==> config.mk <==
export PLATFORM = sky130hd
export DESIGN_NAME = adc_spi_config_ctrl
export DESIGN_NICKNAME = d
export VERILOG_FILES = /design/src/rtl/adc_spi_pkg.sv /design/src/rtl/adc_spi_shift_engine.sv /design/src/rtl/adc_spi_config_ctrl.sv
export SDC_FILE = /design/constraint.sdc
export NUM_CORES = 1
export LEC_CHECK = 0
export CAP_MARGIN = 20
export CORE_MARGIN = 2
export CORE_UTILIZATION = 35
export DETAILED_ROUTE_END_ITERATION = 10
export GPL_TIMING_DRIVEN = 0
export HOLD_SLACK_MARGIN = 0.05
export PLACE_DENSITY_LB_ADDON = 0.2
export SLEW_MARGIN = 0
export SYNTH_ARGS = -nofsm -noshare
export SYNTH_HDL_FRONTEND = slang
export SYNTH_HIERARCHICAL = 1
export SYNTH_SLANG_ARGS = --single-unit
==> constraint.sdc <==
create_clock -name clock -period 4.84 [get_ports clock]
set_input_delay 0.484 -clock clock [delete_from_list [all_inputs] [get_ports clock]]
set_output_delay 0.484 -clock clock [all_outputs]
set_load 0.02 [all_outputs]
==> src/rtl/adc_spi_pkg.sv <==
// adc_spi_pkg: AD9284 SPI frame layout, engine state encoding and the power-up init table
package adc_spi_pkg;
  localparam int FRAME_W  = 24;
  localparam int RW_BIT   = 23;
  localparam int ADDR_MSB = 20;
  localparam int ADDR_LSB = 8;
  localparam int DATA_MSB = 7;
  localparam int ADDR_W   = 13;
  localparam int DATA_W   = 8;
  localparam logic SPI_READ  = 1'b1;
  localparam logic SPI_WRITE = 1'b0;
  localparam int INIT_LEN = 4;
  localparam int IDX_W    = $clog2(INIT_LEN);

  typedef enum logic [2:0] {
    ST_IDLE,
    ST_CS_SETUP,
    ST_SHIFT,
    ST_CS_HOLD,
    ST_GAP
  } spi_state_e;

  // W1:W0 stay 00: every frame moves a single data byte
  function automatic logic [FRAME_W-1:0] make_frame(input logic rw, input logic [ADDR_W-1:0] addr,
                                                    input logic [DATA_W-1:0] data);
    logic [FRAME_W-1:0] f;
    f = '0;
    f[RW_BIT] = rw;
    f[ADDR_MSB:ADDR_LSB] = addr;
    f[DATA_MSB:0] = data;
    return f;
  endfunction

  // normal power mode, LVDS output, then transfer to latch the shadow registers
  function automatic logic [FRAME_W-1:0] init_frame(input logic [IDX_W-1:0] idx);
    return idx == IDX_W'(0) ? make_frame(SPI_WRITE, 13'h000, 8'h18) :
           idx == IDX_W'(1) ? make_frame(SPI_WRITE, 13'h008, 8'h00) :
           idx == IDX_W'(2) ? make_frame(SPI_WRITE, 13'h014, 8'h00) :
                              make_frame(SPI_WRITE, 13'h0FF, 8'h01);
  endfunction
endpackage

==> src/rtl/adc_spi_shift_engine.sv <==
// adc_spi_shift_engine: one 24-bit mode-0 SPI frame (CS setup, shift, CS hold, CSB gap)
//   start/tx_frame : launch a frame, accepted in IDLE or on the last GAP cycle
//   done           : high on the last GAP cycle of a frame
//   busy           : engine not idle
//   rx_byte        : last 8 bits sampled on sclk rising edges
//   spi_*          : registered SPI pins
module adc_spi_shift_engine import adc_spi_pkg::*; #(
  parameter int unsigned CLK_HALF_DIV = 4,
  parameter int unsigned CSB_GAP      = 8
) (
  input  logic               clock,
  input  logic               reset_n,
  input  logic               start,
  input  logic [FRAME_W-1:0] tx_frame,
  output logic               done,
  output logic               busy,
  output logic [7:0]         rx_byte,
  output logic               spi_sclk,
  output logic               spi_csb,
  output logic               spi_sdo,
  input  logic               spi_sdi
);
  spi_state_e state, state_n;
  logic [15:0] cnt, cnt_n;
  logic [4:0] bit_cnt, bit_n;
  logic [FRAME_W-1:0] shreg, shreg_n;
  logic [7:0] rx_n;
  logic sclk_n, csb_n, sdo_n, half_end;

  assign half_end = cnt == 16'(CLK_HALF_DIV - 1);
  assign done = state == ST_GAP && cnt == 16'(CSB_GAP - 1);
  assign busy = state != ST_IDLE;

  always_ff @(posedge clock or negedge reset_n)
    if (!reset_n) begin
      state <= ST_IDLE;
      cnt <= '0;
      bit_cnt <= '0;
      shreg <= '0;
      rx_byte <= '0;
      spi_sclk <= 1'b0;
      spi_csb <= 1'b1;
      spi_sdo <= 1'b0;
    end else begin
      state <= state_n;
      cnt <= cnt_n;
      bit_cnt <= bit_n;
      shreg <= shreg_n;
      rx_byte <= rx_n;
      spi_sclk <= sclk_n;
      spi_csb <= csb_n;
      spi_sdo <= sdo_n;
    end

  // Pins are computed one cycle ahead and registered so they never glitch.
  // Accepting start on the last GAP cycle lets frames run back to back.
  always_comb begin
    state_n = state;
    cnt_n = cnt + 16'd1;
    bit_n = bit_cnt;
    shreg_n = shreg;
    rx_n = rx_byte;
    sclk_n = spi_sclk;
    csb_n = spi_csb;
    sdo_n = spi_sdo;
    if (start && (state == ST_IDLE || done)) begin
      state_n = ST_CS_SETUP;
      cnt_n = '0;
      bit_n = '0;
      shreg_n = tx_frame;
      csb_n = 1'b0;
      sclk_n = 1'b0;
      sdo_n = tx_frame[FRAME_W-1];
    end else begin
      case (state)
        ST_CS_SETUP:
          if (half_end) begin
            state_n = ST_SHIFT;
            cnt_n = '0;
            sclk_n = 1'b1;
            rx_n = {rx_byte[6:0], spi_sdi};
          end
        ST_SHIFT:
          if (half_end) begin
            cnt_n = '0;
            if (spi_sclk) begin
              sclk_n = 1'b0;
              bit_n = bit_cnt + 5'd1;
              shreg_n = {shreg[FRAME_W-2:0], 1'b0};
              sdo_n = shreg[FRAME_W-2];
            end else if (bit_cnt == 5'(FRAME_W)) begin
              state_n = ST_CS_HOLD;
            end else begin
              sclk_n = 1'b1;
              rx_n = {rx_byte[6:0], spi_sdi};
            end
          end
        ST_CS_HOLD:
          if (half_end) begin
            state_n = ST_GAP;
            cnt_n = '0;
            csb_n = 1'b1;
          end
        ST_GAP:
          if (done) begin
            state_n = ST_IDLE;
            cnt_n = '0;
          end
        default: cnt_n = '0;
      endcase
    end
  end
endmodule

==> src/rtl/adc_spi_config_ctrl.sv <==
// adc_spi_config_ctrl: AD9284 SPI configuration sequencer (init table + host register access)
//   start_init/init_done : (re)run the init table / table completed
//   busy                 : frame or init sequence in progress
//   req_* / rsp_*        : single host register read/write with response pulse
//   spi_*                : AD9284 4-wire SPI pins
module adc_spi_config_ctrl import adc_spi_pkg::*; #(
  parameter int unsigned CLK_HALF_DIV = 4,
  parameter int unsigned CSB_GAP      = 8,
  parameter bit          AUTO_INIT    = 1'b1
) (
  input  logic              clock,
  input  logic              reset_n,
  input  logic              start_init,
  output logic              init_done,
  output logic              busy,
  input  logic              req_valid,
  output logic              req_ready,
  input  logic              req_rw,
  input  logic [ADDR_W-1:0] req_addr,
  input  logic [DATA_W-1:0] req_wdata,
  output logic              rsp_valid,
  output logic [DATA_W-1:0] rsp_rdata,
  output logic              spi_sclk,
  output logic              spi_csb,
  output logic              spi_sdo,
  input  logic              spi_sdi
);
  logic init_run, host_run, init_pending, run_en, host_rw;
  logic [IDX_W-1:0] idx;
  logic eng_start, eng_done, eng_busy;
  logic [7:0] eng_rx;
  logic [FRAME_W-1:0] eng_frame;
  logic top_idle, init_go, host_go, init_last, init_next;

  // start_init gates req_ready combinationally so init wins a same-cycle tie
  assign top_idle = !init_run && !host_run;
  assign init_go = top_idle && (init_pending || start_init);
  assign req_ready = run_en && top_idle && !init_pending && !start_init;
  assign host_go = req_valid && req_ready;
  assign init_last = idx == IDX_W'(INIT_LEN - 1);
  assign init_next = eng_done && init_run && !init_last;
  assign eng_start = init_go || host_go || init_next;
  assign busy = init_run || host_run || eng_busy;
  assign eng_frame = host_go ? make_frame(req_rw, req_addr, req_rw ? 8'h00 : req_wdata) :
                     init_frame(init_go ? '0 : IDX_W'(idx + 1'b1));

  always_ff @(posedge clock or negedge reset_n)
    if (!reset_n) begin
      run_en <= 1'b0;
      init_pending <= AUTO_INIT;
      init_run <= 1'b0;
      init_done <= 1'b0;
      idx <= '0;
      host_run <= 1'b0;
      host_rw <= 1'b0;
      rsp_valid <= 1'b0;
      rsp_rdata <= '0;
    end else begin
      run_en <= 1'b1;
      rsp_valid <= 1'b0;
      if (init_go) begin
        init_run <= 1'b1;
        init_pending <= 1'b0;
        init_done <= 1'b0;
        idx <= '0;
      end else if (start_init) begin
        init_pending <= 1'b1;
      end
      if (host_go) begin
        host_run <= 1'b1;
        host_rw <= req_rw;
      end
      if (eng_done && init_run) begin
        if (init_last) begin
          init_run <= 1'b0;
          init_done <= 1'b1;
        end else begin
          idx <= IDX_W'(idx + 1'b1);
        end
      end
      if (eng_done && host_run) begin
        host_run <= 1'b0;
        rsp_valid <= 1'b1;
        rsp_rdata <= host_rw ? eng_rx : 8'h00;
      end
    end

  adc_spi_shift_engine #(
    .CLK_HALF_DIV(CLK_HALF_DIV),
    .CSB_GAP     (CSB_GAP)
  ) u_engine (
    .clock   (clock),
    .reset_n (reset_n),
    .start   (eng_start),
    .tx_frame(eng_frame),
    .done    (eng_done),
    .busy    (eng_busy),
    .rx_byte (eng_rx),
    .spi_sclk(spi_sclk),
    .spi_csb (spi_csb),
    .spi_sdo (spi_sdo),
    .spi_sdi (spi_sdi)
  );
endmodule

=== After elaboration in Yosys (flattened, before gate mapping) ===
Cells that the tools add are included.

* Eq/ne operators: 20
* Multiplexer cells: 58
* Order comparisons: 0
* Shift operators: 0
* Reductions and logical operators: 40
* Bitwise gates (word level): 1
* Multipliers: 0
* $add $sub $neg: 3
* Div/mod/pow operators: 0

{| class="wikitable"
|+ Operators by type and width
! cell !! number
|-
| $mux 16 || 6
|-
| $mux 23 || 4
|-
| $mux 8 || 6
|-
| $pmux 16 s2 || 1
|-
| $mux 24 || 1
|-
| $mux 1 || 22
|-
| $mux 3 || 7
|-
| $mux 5 || 4
|-
| $add 16x1->16 const B || 1
|-
| $eq 16x2->1 const B || 1
|-
| $eq 16x3->1 const B || 1
|-
| $pmux 8 s2 || 1
|-
| $reduce_bool 2->1 || 7
|-
| $ne 3x1->1 const B || 4
|-
| $pmux 3 s4 || 1
|-
| $logic_and 1x1->1 || 11
|-
| $mux 2 || 4
|-
| $reduce_and 7->1 || 1
|-
| $eq 3x2->1 const B || 2
|-
| $logic_or 1x1->1 || 6
|-
| $ne 3x3->1 const B || 2
|-
| $reduce_and 3->1 || 2
|-
| $reduce_and 6->1 || 1
|-
| $reduce_bool 3->1 || 2
|-
| other kinds (17) || 24
|}

* Bits in registers: 75
* Logic and storage cells: 139
* Memories: 0
* Input bits: 27
* Bits in read-only memories: 0
* Memory bits (writable): 0
* Latch bits: 0
* Output and inout port bits: 15

=== Logic depth before layout (Yosys ltp) ===
* Depth in word-level cells: 11
* Depth in mapped cells: 8
* Mapped depth without buffers: 7

=== By module ===
The synthesis kept the hierarchy.

{| class="wikitable"
|+ Modules (own cells, without submodules)
! module !! times used !! cells each !! sequential area each (sq um) !! area an instance (sq um)
|-
| adc_spi_shift_engine || 1 || 241 || 1452.6 || 2842.7
|-
| adc_spi_config_ctrl || 1 || 108 || 426.7 || 957.2
|}

=== Least setup slack after synthesis ===
No wires, ideal clock.

* Kind: reg-to-reg
* Start: register u_engine.cnt[12]
* End: register u_engine.shreg[10]
* Arrival: 2.437 ns
* Setup time: 0.128 ns
* Clock period less this slack: 2.564 ns
* Data required time: 4.712 ns
* Slack: 2.276 ns
* Cell stages (with the launch flop): 9
* Path buffers: 1
* Cells stage by stage: dfrtp_1 -> nor4_1 -> nand4_1 -> nor3_1 -> nand3b_1 -> nand2_1 -> nand3_1 -> buf_2 -> mux2_1

* Word-level cells in the longest chain between the ends: 8
* Elaborated cells between the ends (all ways): 13
* Classes of those cells: eq/ne (2); mux (1); reduce/logical (10)

{| class="wikitable"
|+ RTL lines
! item !! line !! RTL
|-
| start, declared || adc_spi_shift_engine.sv:24 || <nowiki>logic [15:0] cnt, cnt_n;</nowiki>
|-
| start signal, assigned || adc_spi_shift_engine.sv:46 || <nowiki>cnt <= cnt_n;</nowiki>
|-
| $eq 16x3->1 * || adc_spi_shift_engine.sv:31 || <nowiki>assign done = state == ST_GAP && cnt == 16'(CSB_GAP - 1);</nowiki>
|-
| $logic_and 1x1->1 * || adc_spi_shift_engine.sv:31 ||
|-
| via eng_done || adc_spi_config_ctrl.sv:30 || <nowiki>logic eng_start, eng_done, eng_busy;</nowiki>
|-
| $logic_and 1x1->1 * (2 in a row) || adc_spi_config_ctrl.sv:41 || <nowiki>assign init_next = eng_done && init_run && !init_last;</nowiki>
|-
| $logic_or 1x1->1 * || adc_spi_config_ctrl.sv:42 || <nowiki>assign eng_start = init_go || host_go || init_next;</nowiki>
|-
| via eng_start || adc_spi_config_ctrl.sv:30 ||
|-
| $logic_and 1x1->1 * || adc_spi_shift_engine.sv:66 || <nowiki>if (start && (state == ST_IDLE || done)) begin</nowiki>
|-
| $reduce_bool 2->1 (no line) || n/a ||
|-
| $reduce_and 3->1 (no line) || n/a ||
|-
| end signal, assigned || adc_spi_shift_engine.sv:48 || <nowiki>shreg <= shreg_n;</nowiki>
|-
| end, declared || adc_spi_shift_engine.sv:26 || <nowiki>logic [FRAME_W-1:0] shreg, shreg_n;</nowiki>
|}

Mark *: on every way through the listed nets, which the timed path passes. The rest lies on a longest branch.
A chain may end at the register's enable or synchronous reset.

=== Worst setup path in the final report ===
* Start: register u_engine.cnt[9]
* End: register u_engine.shreg[15]

Same word-level chain as after synthesis.

==> metrics.md <==
| Metric | Value |
|---|---|
| Status | finished, final reports clean |
| Required @ worst endpoint | 5070 ps |
| Synth top area share | 48.1% |
| Crit Path Class | reg -> reg |
| Mapped Avg Cell Area | 10.9 µm² |
| Final core utilization | 43.2% |
| Clock buffer depth | 2 |
| Final setup TNS | 0 ps |
| Vias per cell | 4.81 |
| Setup violators final | 0 |
| Setup Skew | 12.8 ps |
| Placer Congestion | 0.737 |
| Startpoint Class | register |
| Wire per inst | 13.4 µm |
| Endpoint type of the worst setup path | register |
| Fmax | 299 MHz |
| Via count | 2640 |
| RR Endpoint | u_engine/shreg[15]$_DFFE_PN0P_ |
| CP arrival | 3580 ps |
| Worst slew pin tran | 701 ps |
| Die ar. | 11700 µm² |
| Fin area | 4620 µm² |
| Post-CTS resize count | 0 |
| RSZ-0062 raised after global routing | no |
| Largest net degree at the start of global routing | 71 |
| Global-route wire length before repair | 12.5 mm |
| Post-synthesis sequential area ratio | 49.5% |
| Register area | 1880 µm² |
| Worst ir drop on vdd | 0.144 mV |
| # fillers | 1054 |
| Post-DRT Antenna Nets | 0 |
| Area growth from synthesis to layout | 21.5% |
| Total routed wirelength | 7.34 mm |
| GRT overflow | 0 |
| Most area-hungry cell type in the Yosys netlist | dfrtp_1 |
| TritonCTS buffer count | 9 |
| Ratio of final minimum period to clock period | 69.0% |
| Synth Register Bits | 75 |
| Antenna violations before repair | 0 |
| Total Routing Usage GR | 13.8% |
| Number of global-route vias before repair | 2570 |
| Clk_lat worst skew | 350 ps |
| Hold path cells | 2 |
| Starting Density | 35.5% |
| R2r startpoint | u_engine/cnt[9]$_DFF_PN0_ |
| Commonest non-fill, non-tap cell in the layout | dfrtp_1 |
| Largest cells by area after synthesis | dfrtp_1 (48%), mux2_1 (12%), mux2_2 (5.0%) |
| CTS tree | done |
| Cell Count, Final, Fillers Out | 549 |
| HPWL Detailed | 5.07 mm |
| Worst Path Max Fanout | 10 |
| Pins Over Slew Limit | 0 |
| Layout cells sized above 1 | 12.2% |
| Nets | 435 |
| Post-Syn Instances | 349 |
| H-tree Lvls | 3 |
| Iteration-0 DRC Markers | 101 |
| Power Dens Cells | 249 nW/µm² |
| Hold Path Sink | u_engine/spi_csb$_DFFE_PN1P_ |
| # IOs | 42 |
| Worst Hold Class | reg -> reg |
| Clk slew on worst S/H paths | 90 ps |
| CTS root buffer | clkbuf_8 |
| Die width | 108 µm |
| Max-cap violations | 0 |
| Internal reg-to-reg setup slack | 1500 ps |
| Drt drc | 0 |
| Main synth FF type | dfrtp_1 |
| Fin crit period | 3340 ps |
| LEAKAGE | 2.16 nW |
| Max_slew headroom | 53.0% |
| Core ar. | 10700 µm² |
| Sink Count | 75 |
| Most frequent cells in the layout | dfrtp_1 (73), clkdlybuf4s50_1 (40), mux2_1 (39) |
| Port bufs | 41 |
| Multi-input logic area | 1780 µm² |
| Placed Area | 4410 µm² |
| ANT cells | 0 |
| Syn Std Cell Area | 3800 µm² |
| Yosys warns | 6 |
| Row count | 38 |
| Worst r2r path cells | 8 |
| Die extent in y | 108 µm |
| Post-synth cell types | 48 |
| DRT Pass-1 Iters | 4 |
| Post-synth EDFFs | 0 |
| Post-Place Cells | 532 |
| Final hold viol count | 0 |
| Post-synth ARST share | 100% |
| Hold Crit Start | u_engine/spi_csb$_DFFE_PN1P_ |
## layer usage
| metal | up-vias | wire [µm] | global-route usage [%] |
|---|---|---|---|
| li1 | 1307 | - | - |
| met1 | 1290 | 3570 | 18.3 |
| met2 | 38 | 3430 | 22.0 |
| met3 | 5 | 290 | 3.92 |
| met4 | 0 | 49 | 3.85 |
| met5 | - | 0 | 0 |
## how the worst max path moves through the flow
stage,start,to,slack [ps],cells past startpoint
floorplan,u_engine/cnt[12]$_DFF_PN0_,u_engine/shreg[10]$_DFFE_PN0P_,2280,8
global placement,reset_n,u_engine/cnt[11]$_DFF_PN0_,530,1
detailed placement,u_engine/cnt[9]$_DFF_PN0_,u_engine/shreg[15]$_DFFE_PN0P_,1510,8
CTS,u_engine/cnt[9]$_DFF_PN0_,u_engine/shreg[15]$_DFFE_PN0P_,1480,8
global route,u_engine/cnt[6]$_DFF_PN0_,u_engine/shreg[15]$_DFFE_PN0P_,1140,8
finish,u_engine/cnt[9]$_DFF_PN0_,u_engine/shreg[15]$_DFFE_PN0P_,1500,8
## area by class of cell
class | instances | area share, %
Sequential cell | 75 | 40.7
Clock inverter | 6 | 1.41
Inverter | 14 | 1.14
Multi-Input combinational cell | 248 | 38.5
Buffer | 13 | 2.01
Timing Repair Buffer | 43 | 9.65
Tap cell | 140 | 3.79
Clock buffer | 10 | 2.76
## state kept, by name, indices dropped and copies added (netlist names)
register	count
u_engine/spi_sclk	1
rsp_valid	1
u_engine/bit_cnt	5
idx	2
run_en	1
init_pending	1
u_engine/spi_csb	1
rsp_rdata	8
init_run	1
host_run	1
host_rw	1
u_engine/spi_sdo	1
u_engine/state	3
u_engine/shreg	23
u_engine/rx_byte	8
u_engine/cnt	16
init_done	1
## kinds of logic (layout without fill, tap and decap cells)
group / Yosys count / after routing / share of synthesized area, %
xor gates and xnor gates: 19 / 19 / 4.38
other: 2 / 3 / 0.198
DFF: 75 / 75 / 49.5
AOI/OAI and AO/OA: 38 / 38 / 6.52
adders and majority gates: 4 / 4 / 1.32
muxes: 59 / 59 / 17.4
and+or+nand+nor: 125 / 125 / 16.9
buffers and inverters: 27 / 86 / 3.82
## worst max-delay path, cell delays in order, from the launching register on
cell and delay (ps):
dfrtp_1 410, nor4_1 560, nand4_1 350, nor3_1 590, nand3b_1 260, nand2_1 150
nand3_1 250, buf_2 310, mux2_1 340
## cells in the mapped netlist (2+ instances only)
master,number
dfrtp_1,73
mux2_1,39
nand2_1,36
nor2_1,32
mux2_2,17
inv_1,14
o21ai_0,14
and2_1,12
xor2_1,10
xnor2_1,9
nand3_1,7
a21o_1,6
nor3_1,6
a21oi_1,5
clkbuf_1,5
nand4_1,5
nor4_1,5
buf_6,4
ha_1,4
and3_1,3
and4_1,3
mux2i_1,3
o211ai_1,3
a211o_1,2
buf_2,2
conb_1,2
dfstp_2,2
nand4b_1,2
nor2b_1,2
o21a_1,2
or2_2,2
or3_1,2
## where the power goes
part / total (mW) / switching [mW] / leakage (nW) / internal (mW)
clock network: 0.483 / 0.244 / 0.0966 / 0.239
registers: 0.627 / 0.000337 / 0.992 / 0.627
logic: 0.0389 / 0.0175 / 1.08 / 0.0215
## per-stage QoR
stage | hold WS, ps | total power, mW | worst slack [ps]
finish | 466 | 1.15 | 1500
global route | 471 | 1.20 | 1140
CTS | 459 | 1.17 | 1480
detailed placement | 310 | 0.679 | 1510
global placement | 459 | 0.676 | 534
floorplan | 188 | 0.641 | 2280
## what timing repair did
action	4_1_cts	5_1_grt
hold buffers	1	0
setup buffers	0	0
endpoints found under the hold margin	5	0
(Power assumes the default switching activity.)
